**src/rtl/cpu_run_ctrl_pkg.sv**
```systemverilog
// Shared types for the cpu_run_ctrl host sequencer: job state encoding,
// memory address steps and the empty-stage skip helper.
package cpu_run_ctrl_pkg;

  typedef enum logic [2:0] {
    IDLE, LD_IMEM, LD_DMEM, RUN, DUMP_RD, DUMP_CAP, DUMP_OUT, FIN
  } state_t;

  localparam logic [63:0] IMEM_STEP = 64'd4;
  localparam logic [63:0] DMEM_STEP = 64'd8;

  // Walks forward from a candidate stage past any stage with nothing to do.
  function automatic state_t skip_empty(state_t s, logic imem_nz, logic dmem_nz, logic run_nz);
    state_t t;
    t = s;
    if (t == LD_IMEM && !imem_nz) t = LD_DMEM;
    if (t == LD_DMEM && !dmem_nz) t = RUN;
    if (t == RUN && !run_nz) t = DUMP_RD;
    if (t == DUMP_RD && !dmem_nz) t = FIN;
    return t;
  endfunction

endpackage

```
**src/rtl/cpu_run_ctrl_dump.sv**
```systemverilog
// DMEM dump engine: read strobe, capture of the returned word and the held
// output register presented to the host until it is accepted.
module cpu_run_ctrl_dump
  import cpu_run_ctrl_pkg::*;
#(
  parameter int IDX_W = 11
) (
  input  logic             clk,
  input  logic             rst,
  input  state_t           state,
  input  logic [IDX_W-1:0] idx,
  input  logic [63:0]      rdata,
  input  logic             dump_ready,
  output logic             ren,
  output logic [63:0]      raddr,
  output logic             dump_valid,
  output logic [63:0]      dump_data,
  output logic             hs
);

  assign ren        = (state == DUMP_RD);
  assign raddr      = ren ? 64'(idx) * DMEM_STEP : '0;
  assign dump_valid = (state == DUMP_OUT);
  assign hs         = dump_valid & dump_ready;

  // Memory returns data the cycle after the read strobe, i.e. in DUMP_CAP.
  always_ff @(posedge clk) begin
    if (rst)                    dump_data <= '0;
    else if (state == DUMP_CAP) dump_data <= rdata;
  end

endmodule

```
**src/rtl/cpu_run_ctrl.sv**
```systemverilog
// Host-side job sequencer for the 5-stage core: load IMEM, load DMEM, run,
// dump DMEM. Optional halt detection with CPU_RUN_CTRL_HALT_DETECT_EN.
module cpu_run_ctrl
  import cpu_run_ctrl_pkg::*;
#(
  parameter int IMEM_DEPTH = 512,
  parameter int DMEM_DEPTH = 1024,
  parameter int CNT_W      = 32
) (
  input  logic             clk,
  input  logic             rst,
  input  logic             start,
  input  logic [9:0]       imem_words,
  input  logic [10:0]      dmem_words,
  input  logic [CNT_W-1:0] run_cycles,
  input  logic             ld_valid,
  output logic             ld_ready,
  input  logic [63:0]      ld_data,
  output logic             dump_valid,
  input  logic             dump_ready,
  output logic [63:0]      dump_data,
  output logic             busy,
  output logic             done,
  output logic             cpu_enable,
  output logic             cpu_arst_n,
  output logic [63:0]      addr_ext,
  output logic             wen_ext,
  output logic             ren_ext,
  output logic [31:0]      wdata_ext,
  output logic [63:0]      addr_ext_2,
  output logic             wen_ext_2,
  output logic             ren_ext_2,
  output logic [63:0]      wdata_ext_2,
  input  logic [63:0]      rdata_ext_2
`ifdef CPU_RUN_CTRL_HALT_DETECT_EN
  ,
  input  logic             halt_in,
  output logic [CNT_W-1:0] cycles_used
`endif
);

  localparam int IDX_W = 11;

  state_t           state_q, state_d;
  logic [IDX_W-1:0] idx, idx_inc, imem_n, dmem_n, stage_n;
  logic [IDX_W-1:0] imem_clamp, dmem_clamp;
  logic [CNT_W-1:0] cnt;
  logic             ld_fire, dump_hs, last, halt;
  logic [63:0]      dump_addr;

`ifdef CPU_RUN_CTRL_HALT_DETECT_EN
  assign halt = halt_in;
`else
  assign halt = 1'b0;
`endif

  assign imem_clamp = ({1'b0, imem_words} > IDX_W'(IMEM_DEPTH)) ? IDX_W'(IMEM_DEPTH) : {1'b0, imem_words};
  assign dmem_clamp = (dmem_words > IDX_W'(DMEM_DEPTH)) ? IDX_W'(DMEM_DEPTH) : dmem_words;

  assign ld_ready = (state_q == LD_IMEM) || (state_q == LD_DMEM);
  assign ld_fire  = ld_valid & ld_ready;
  assign idx_inc  = idx + IDX_W'(1);
  assign stage_n  = (state_q == LD_IMEM) ? imem_n : dmem_n;
  assign last     = (idx_inc == stage_n);

  always_comb begin
    state_d = state_q;
    case (state_q)
      IDLE:     if (start) state_d = skip_empty(LD_IMEM, imem_clamp != '0, dmem_clamp != '0, run_cycles != '0);
      LD_IMEM:  if (ld_fire && last) state_d = skip_empty(LD_DMEM, 1'b1, dmem_n != '0, cnt != '0);
      LD_DMEM:  if (ld_fire && last) state_d = skip_empty(RUN, 1'b1, 1'b1, cnt != '0);
      RUN:      if (cnt == CNT_W'(1) || halt) state_d = skip_empty(DUMP_RD, 1'b1, dmem_n != '0, 1'b1);
      DUMP_RD:  state_d = DUMP_CAP;
      DUMP_CAP: state_d = DUMP_OUT;
      DUMP_OUT: if (dump_hs) state_d = last ? FIN : DUMP_RD;
      FIN:      state_d = IDLE;
      default:  state_d = IDLE;
    endcase
  end

  always_ff @(posedge clk) begin
    if (rst) begin
      state_q <= IDLE;
      idx     <= '0;
      imem_n  <= '0;
      dmem_n  <= '0;
      cnt     <= '0;
`ifdef CPU_RUN_CTRL_HALT_DETECT_EN
      cycles_used <= '0;
`endif
    end else begin
      state_q <= state_d;
      if (state_q == IDLE && start) begin
        imem_n <= imem_clamp;
        dmem_n <= dmem_clamp;
        cnt    <= run_cycles;
        idx    <= '0;
`ifdef CPU_RUN_CTRL_HALT_DETECT_EN
        cycles_used <= '0;
`endif
      end
      // idx is shared by all three streaming stages; clearing it on the
      // final word hands the next stage a fresh index.
      if (ld_fire || dump_hs) idx <= last ? '0 : idx_inc;
      if (state_q == RUN) begin
        cnt <= cnt - CNT_W'(1);
`ifdef CPU_RUN_CTRL_HALT_DETECT_EN
        cycles_used <= cycles_used + CNT_W'(1);
`endif
      end
    end
  end

  cpu_run_ctrl_dump #(.IDX_W(IDX_W)) u_dump (
    .clk        (clk),
    .rst        (rst),
    .state      (state_q),
    .idx        (idx),
    .rdata      (rdata_ext_2),
    .dump_ready (dump_ready),
    .ren        (ren_ext_2),
    .raddr      (dump_addr),
    .dump_valid (dump_valid),
    .dump_data  (dump_data),
    .hs         (dump_hs)
  );

  assign busy       = (state_q != IDLE);
  assign done       = (state_q == FIN);
  assign cpu_enable = (state_q == RUN);
  assign cpu_arst_n = (state_q == RUN);

  assign wen_ext     = (state_q == LD_IMEM) & ld_valid;
  assign ren_ext     = 1'b0;
  assign addr_ext    = (state_q == LD_IMEM) ? 64'(idx) * IMEM_STEP : '0;
  assign wdata_ext   = (state_q == LD_IMEM) ? ld_data[31:0] : '0;
  assign wen_ext_2   = (state_q == LD_DMEM) & ld_valid;
  assign addr_ext_2  = (state_q == LD_DMEM) ? 64'(idx) * DMEM_STEP : dump_addr;
  assign wdata_ext_2 = (state_q == LD_DMEM) ? ld_data : '0;

endmodule

```
**config.mk**
```make
export PLATFORM = sky130hd
export DESIGN_NAME = cpu_run_ctrl
export DESIGN_NICKNAME = d
export VERILOG_FILES = /design/src/rtl/cpu_run_ctrl_pkg.sv /design/src/rtl/cpu_run_ctrl_dump.sv /design/src/rtl/cpu_run_ctrl.sv
export SDC_FILE = /design/constraint.sdc
export NUM_CORES = 1
export LEC_CHECK = 0
export BUFFER_PORTS_ARGS = -buffer_cell sky130_fd_sc_hd__buf_2
export CAP_MARGIN = 20
export CORE_AREA = 2 2 188 190
export CTS_BUF_LIST = sky130_fd_sc_hd__clkbuf_8
export DETAILED_ROUTE_END_ITERATION = 7
export DIE_AREA = 0 0 190 192
export GPL_ROUTABILITY_DRIVEN = 0
export SYNTH_ARGS = -nofsm -noshare
export SYNTH_HDL_FRONTEND = slang
export SYNTH_HIERARCHICAL = 1
export SYNTH_SLANG_ARGS = --single-unit
export TNS_END_PERCENT = 10
```
**constraint.sdc**
```tcl
create_clock -name clk -period 5.34 [get_ports clk]
set_input_delay 1.068 -clock clk [delete_from_list [all_inputs] [get_ports clk]]
set_output_delay 1.068 -clock clk [all_outputs]
set_load 0.02 [all_outputs]
```
Word-level counts from Yosys, hierarchy flattened
Index checks and enable logic that the tools add are counted.
Storage, ports and cells
  register bits: 132
  input bits: 186
  output and inout bits: 298
Cells by class
  add/subtract/negate cells: 2
  reduce and logical (&&, ||, !) cells: 23
  muxes and demuxes: 39
  bitwise logic cells: 4
  equality and inequality tests: 19
  magnitude comparators: 2
Operator list (number)
  64-bit 2-to-1 mux: 2
  32-bit 2-to-1 mux: 3
  32-bit nonzero test: 2
  3-bit 2-to-1 mux: 21
  11-bit 2-to-1 mux: 5
  11-bit nonzero test: 3
  32-bit by 1-bit equality test with 1-bit output, second input constant: 1
  32-bit by 1-bit subtractor with 32-bit output, second input constant: 1
  3-bit case mux with 8 select lines: 1
  3-bit equality test, second input constant: 6
  3-bit by 2-bit equality test with 1-bit output, second input constant: 5
  14-bit 2-to-1 mux: 1
  13-bit 2-to-1 mux: 1
  11-bit by 1-bit adder with 11-bit output, second input constant: 1
  11-bit equality test: 1
  11-bit greater-than comparator, second input constant: 1
  10-bit greater-than comparator, second input constant: 1
  10-bit 2-to-1 mux: 1
  1-bit logical AND: 7
  2-bit 2-to-1 mux: 3
  2-bit by 1-bit inequality test with 1-bit output, second input constant: 3
  5-bit AND reduction: 1
  1-bit AND: 4
  1-bit logical NOT: 4
  other kinds (7): 10

Logic depth before layout (Yosys ltp)
  depth in word-level cells: 21
  gate-level depth with buffers: 10

Modules after synthesis
The synthesis kept the hierarchy.
By module, submodules not included
  cpu_run_ctrl: area each 5465.2 µm², cells an instance 745, times used 1, sequential area each 1341.3 µm²
  cpu_run_ctrl_dump: area each 3384.5 µm², cells an instance 347, times used 1, sequential area each 1281.2 µm²

Worst setup path before layout
OpenSTA, ideal clock, no wires.
  kind: flip-flop to output port
  start point: reg state_q[1]
  end point: out addr_ext_2[11]
  arrival: 1.959 ns
  setup slack: 2.313 ns
  cell stages (with the launch flop): 7
  path through: dfxtp_1 clkbuf_1 inv_1 nor3_1 clkbuf_1 buf_1 mux2_2
On the way
  longest elaborated chain between the ends: 3
  elaborated cells between the ends (all ways): 4
  classes of those cells: 2 x eq/ne; 2 x mux
Ends and longest elaborated chain
  start, declared: line cpu_run_ctrl.sv:44  | state_t state_q, state_d;
  start signal, assigned: line cpu_run_ctrl.sv:92  | state_q <= state_d;
  3-bit equality test: line cpu_run_ctrl_dump.sv:21  | assign ren = (state == DUMP_RD);
  14-bit 2-to-1 mux: line cpu_run_ctrl_dump.sv:22  | assign raddr = ren ? 64'(idx) * DMEM_STEP : '0;
  64-bit 2-to-1 mux *: line cpu_run_ctrl.sv:138  | assign addr_ext_2 = (state_q == LD_DMEM) ? 64'(idx) * DMEM_STEP : dump_addr;
  end, declared: line cpu_run_ctrl.sv:30  | output logic [63:0] addr_ext_2,
Every way passes the cells marked *; elsewhere a longest branch is shown, timed or not.

Worst setup path after layout
  start point: reg state_q[0]
  end point: out addr_ext[3]
On the way
  longest elaborated chain between the ends: 2
Ends and longest elaborated chain
  3-bit by 1-bit equality test with 1-bit output: line cpu_run_ctrl.sv:135  | assign addr_ext = (state_q == LD_IMEM) ? 64'(idx) * IMEM_STEP : '0;
  13-bit 2-to-1 mux: line cpu_run_ctrl.sv:135
  end, declared: line cpu_run_ctrl.sv:26  | output logic [63:0] addr_ext,
Every way passes these cells.

==> reports/qor.yml <==
status:
  status: "finished, final reports clean"
yosys:
  yosysSeqAreaShare_pct: 29.6
  syn_area_um2: 8850
  synthMuxAreaShare_pct: 10.2
  yosysWarnings: 6
  syn-mean-instance-area_um2: 8.10
  synth_cells: 1092
  synth_compound_area_share_pct: 9.44
  synth_ff_type: "dfxtp_1"
  async_flop_share_pct: 0
  synth_top_cell_by_area: "dfxtp_1"
  synth_cell_types: 61
  synthAdderAreaFrac_pct: 0.424
  synth_top_family_by_area: "simple AND/OR/NAND/NOR gates"
  synth_simple_gate_area_share_pct: 34.9
  synth_xor_area_share_pct: 1.75
  ys_ff_latch: 131
  synth_top_area_share_pct: 29.6
  netlist_top_cells_area: "dfxtp_1, nand2b_1, buf_4, and2_1, mux2i_1"
  synth_edf_count: 0
timing:
  layout_min_cycle_time_ns: 3.71
  setup_viol: 0
  rsz0062_at_grt: "false"
  hold_viol: 0
  finalSetupTns_ns: 0
  slew_headroom_pct: 31.3
  skew_ns: 0.00999
  layout_worst_path_cycle_share_pct: 69.5
  fmax_ghz: 0.269
  final_max_slew_viol_count: 0
  setup_slack_ns: 1.63
  worst_slew_pin_slew_ns: 1.03
clock_network:
  path_clk_slew_ns: 0.08
  cts_tree: "done"
  ctsResizeCount: 0
  clk_latency_ns: 0.46
  cts_root_buf: "clkbuf_8"
  clock_sinks: 131
  numCtsBuffers: 17
  clock_path_buffers: 2
  htree_levels: 4
  hold_buffers: 0
  post_cts_buffers: 0
route:
  drt-wirelength-per-cell_um: 15.6
  first_pass_iters: 5
  viasPerCell: 4.39
  drt_drc_violations_left: 0
  vias: 8295
  initialDrtViolationCount: 441
  routed_wl_mm: 29.5
  antenna_left: 0
worst_setup_path:
  end_kind: "primary output"
  path_class: "register to primary output"
  critPathArrivalTime_ns: 2.64
  reg2reg_slack_ns: 1.66
  worstPathRequired_ns: 4.27
  critPathMaxFanout: 43
  r2r_cells: 9
  r2r_start: "state_q[0]$_SDFFE_PP0P_"
  startpoint_type: "register"
  r2r_end: "idx[5]$_SDFFE_PP0P_"
floorplan:
  rows: 68
  die_w_um: 190
  core_um2: 34300
  io_pins: 484
  dieArea_um2: 36500
  initial_core_util_pct: 25.8
  die_y_um: 192
pwr:
  power.density_nw_per_um2: 330
  ir_drop_uv: 223
  p_leak_nw: 5.12
cells_and_area:
  final_common_cell: "buf_2"
  instances_no_fill: 1889
  design_area_um2: 11000
  drive_gt1_share_pct: 30.3
  final_nets: 1610
  layout_common_cells: "buf_2, nand2b_1, dfxtp_1, and2_1, conb_1"
  area_growth_pct: 24.3
job:
  drv_cap: 0
place:
  io_buffers: 376
  dp.cells: 1857
  place_ws_ns: 1.67
  placed_cell_area_um2: 10600
  post-dp-hpwl_mm: 23.0
min_path:
  hold_path.class: "register to register"
  whs_path_depth: 2
  min_to: "imem_n[6]$_SDFFE_PP0P_"
  min-delay-start: "imem_n[6]$_SDFFE_PP0P_"
global_routing:
  antenna_found_initial: 3
  gr-total-overflow: 0
  grt_pass1_wl_mm: 43.2
  grt_max_degree: 130
  grt_pass1_vias: 7369
  grt.total_usage_pct: 15.3
==> logic make-up (layout without fill, tap and decap cells) <==
| family | count (synthesis) | count (layout) |
|---|---|---|
| XOR/XNOR | 13 | 13 |
| AO/OA/AOI/OAI | 135 | 135 |
| AND/OR/NAND/NOR | 528 | 528 |
| adder cells (fa/ha/maj) | 3 | 3 |
| other | 2 | 108 |
| buffers and inverters | 191 | 427 |
| multiplexers | 89 | 89 |
| flip-flops | 131 | 131 |
==> synthesized netlist by cell type (all sizes together), types with 4 or more instances <==
master,instances
a21o,4
a21oi,61
a22oi,5
a31oi,5
and2,126
and3,5
buf,122
clkbuf,58
dfxtp,131
inv,11
mux2,12
mux2i,77
nand2,45
nand2b,133
nand3,24
nand3b,17
nand4,11
nor2,45
nor2b,54
nor3,21
nor3b,4
nor4,24
o211ai,5
o21ai,24
or3,7
xnor2,7
==> registers in the layout, indices dropped and copies added (netlist names) <==
| register | flops |
|---|---|
| state_q | 3 |
| imem_n | 10 |
| u_dump/dump_data | 64 |
| cnt | 32 |
| dmem_n | 11 |
| idx | 11 |
==> where the power goes <==
group          switching [mW]  leakage [nW]  internal, mW  total [mW]
clock                   0.417         0.192         0.415       0.831
sequential              0.105          1.06          1.06        1.17
combinational            1.09          3.87         0.544        1.63
==> through the flow <==
| step | hold WS (ns) | total power, mW | util (%) |
|---|---|---|---|
| after floorplan | 0.431 | 2.38 | - |
| after global placement | 0.444 | 2.78 | 31.0 |
| after detailed placement | 0.444 | 2.80 | 31.0 |
| after CTS | 0.453 | 3.65 | 32.1 |
| after global routing | 0.484 | 3.85 | 32.1 |
| final | 0.455 | 3.63 | 32.1 |
==> layer usage <==
metal | up-vias | share of wire, % | track usage [%]
met1 | 3813 | 48 | 21.7
li1 | 4147 | - | -
met5 | - | 0.024 | 0
met4 | 2 | 1.3 | 3.58
met2 | 312 | 44 | 23.5
met3 | 21 | 6.4 | 3.31
==> worst max path at each step <==
stage	startpoint	endpoint	slack (ns)
floorplan	state_q[1]$_SDFFE_PP0P_	addr_ext_2[11]	2.31
global placement	state_q[0]$_SDFFE_PP0P_	idx[5]$_SDFFE_PP0P_	1.75
detailed placement	state_q[0]$_SDFFE_PP0P_	state_q[1]$_SDFFE_PP0P_	1.67
CTS	state_q[0]$_SDFFE_PP0P_	addr_ext[3]	1.57
global route	state_q[0]$_SDFFE_PP0P_	state_q[1]$_SDFFE_PP0P_	1.21
finish	state_q[0]$_SDFFE_PP0P_	addr_ext[3]	1.63
==> final cells by class <==
cell class | count | area, um^2
inverter | 11 | 41.3
fill | 3710 | 23300
timing repair buffer | 385 | 1960
clock buffer | 18 | 248
clock inverter | 13 | 120
tap | 455 | 569
antenna | 1 | 2.50
multi-input combinational | 875 | 5440
sequential | 131 | 2620
==> critical path, cell delays in order (launching register included) <==
cell and delay [ns]:
dfxtp_1 0.68, nor3b_4 0.54, buf_4 0.46, and2_1 0.29, buf_2 0.21
(Power assumes the default switching activity.)
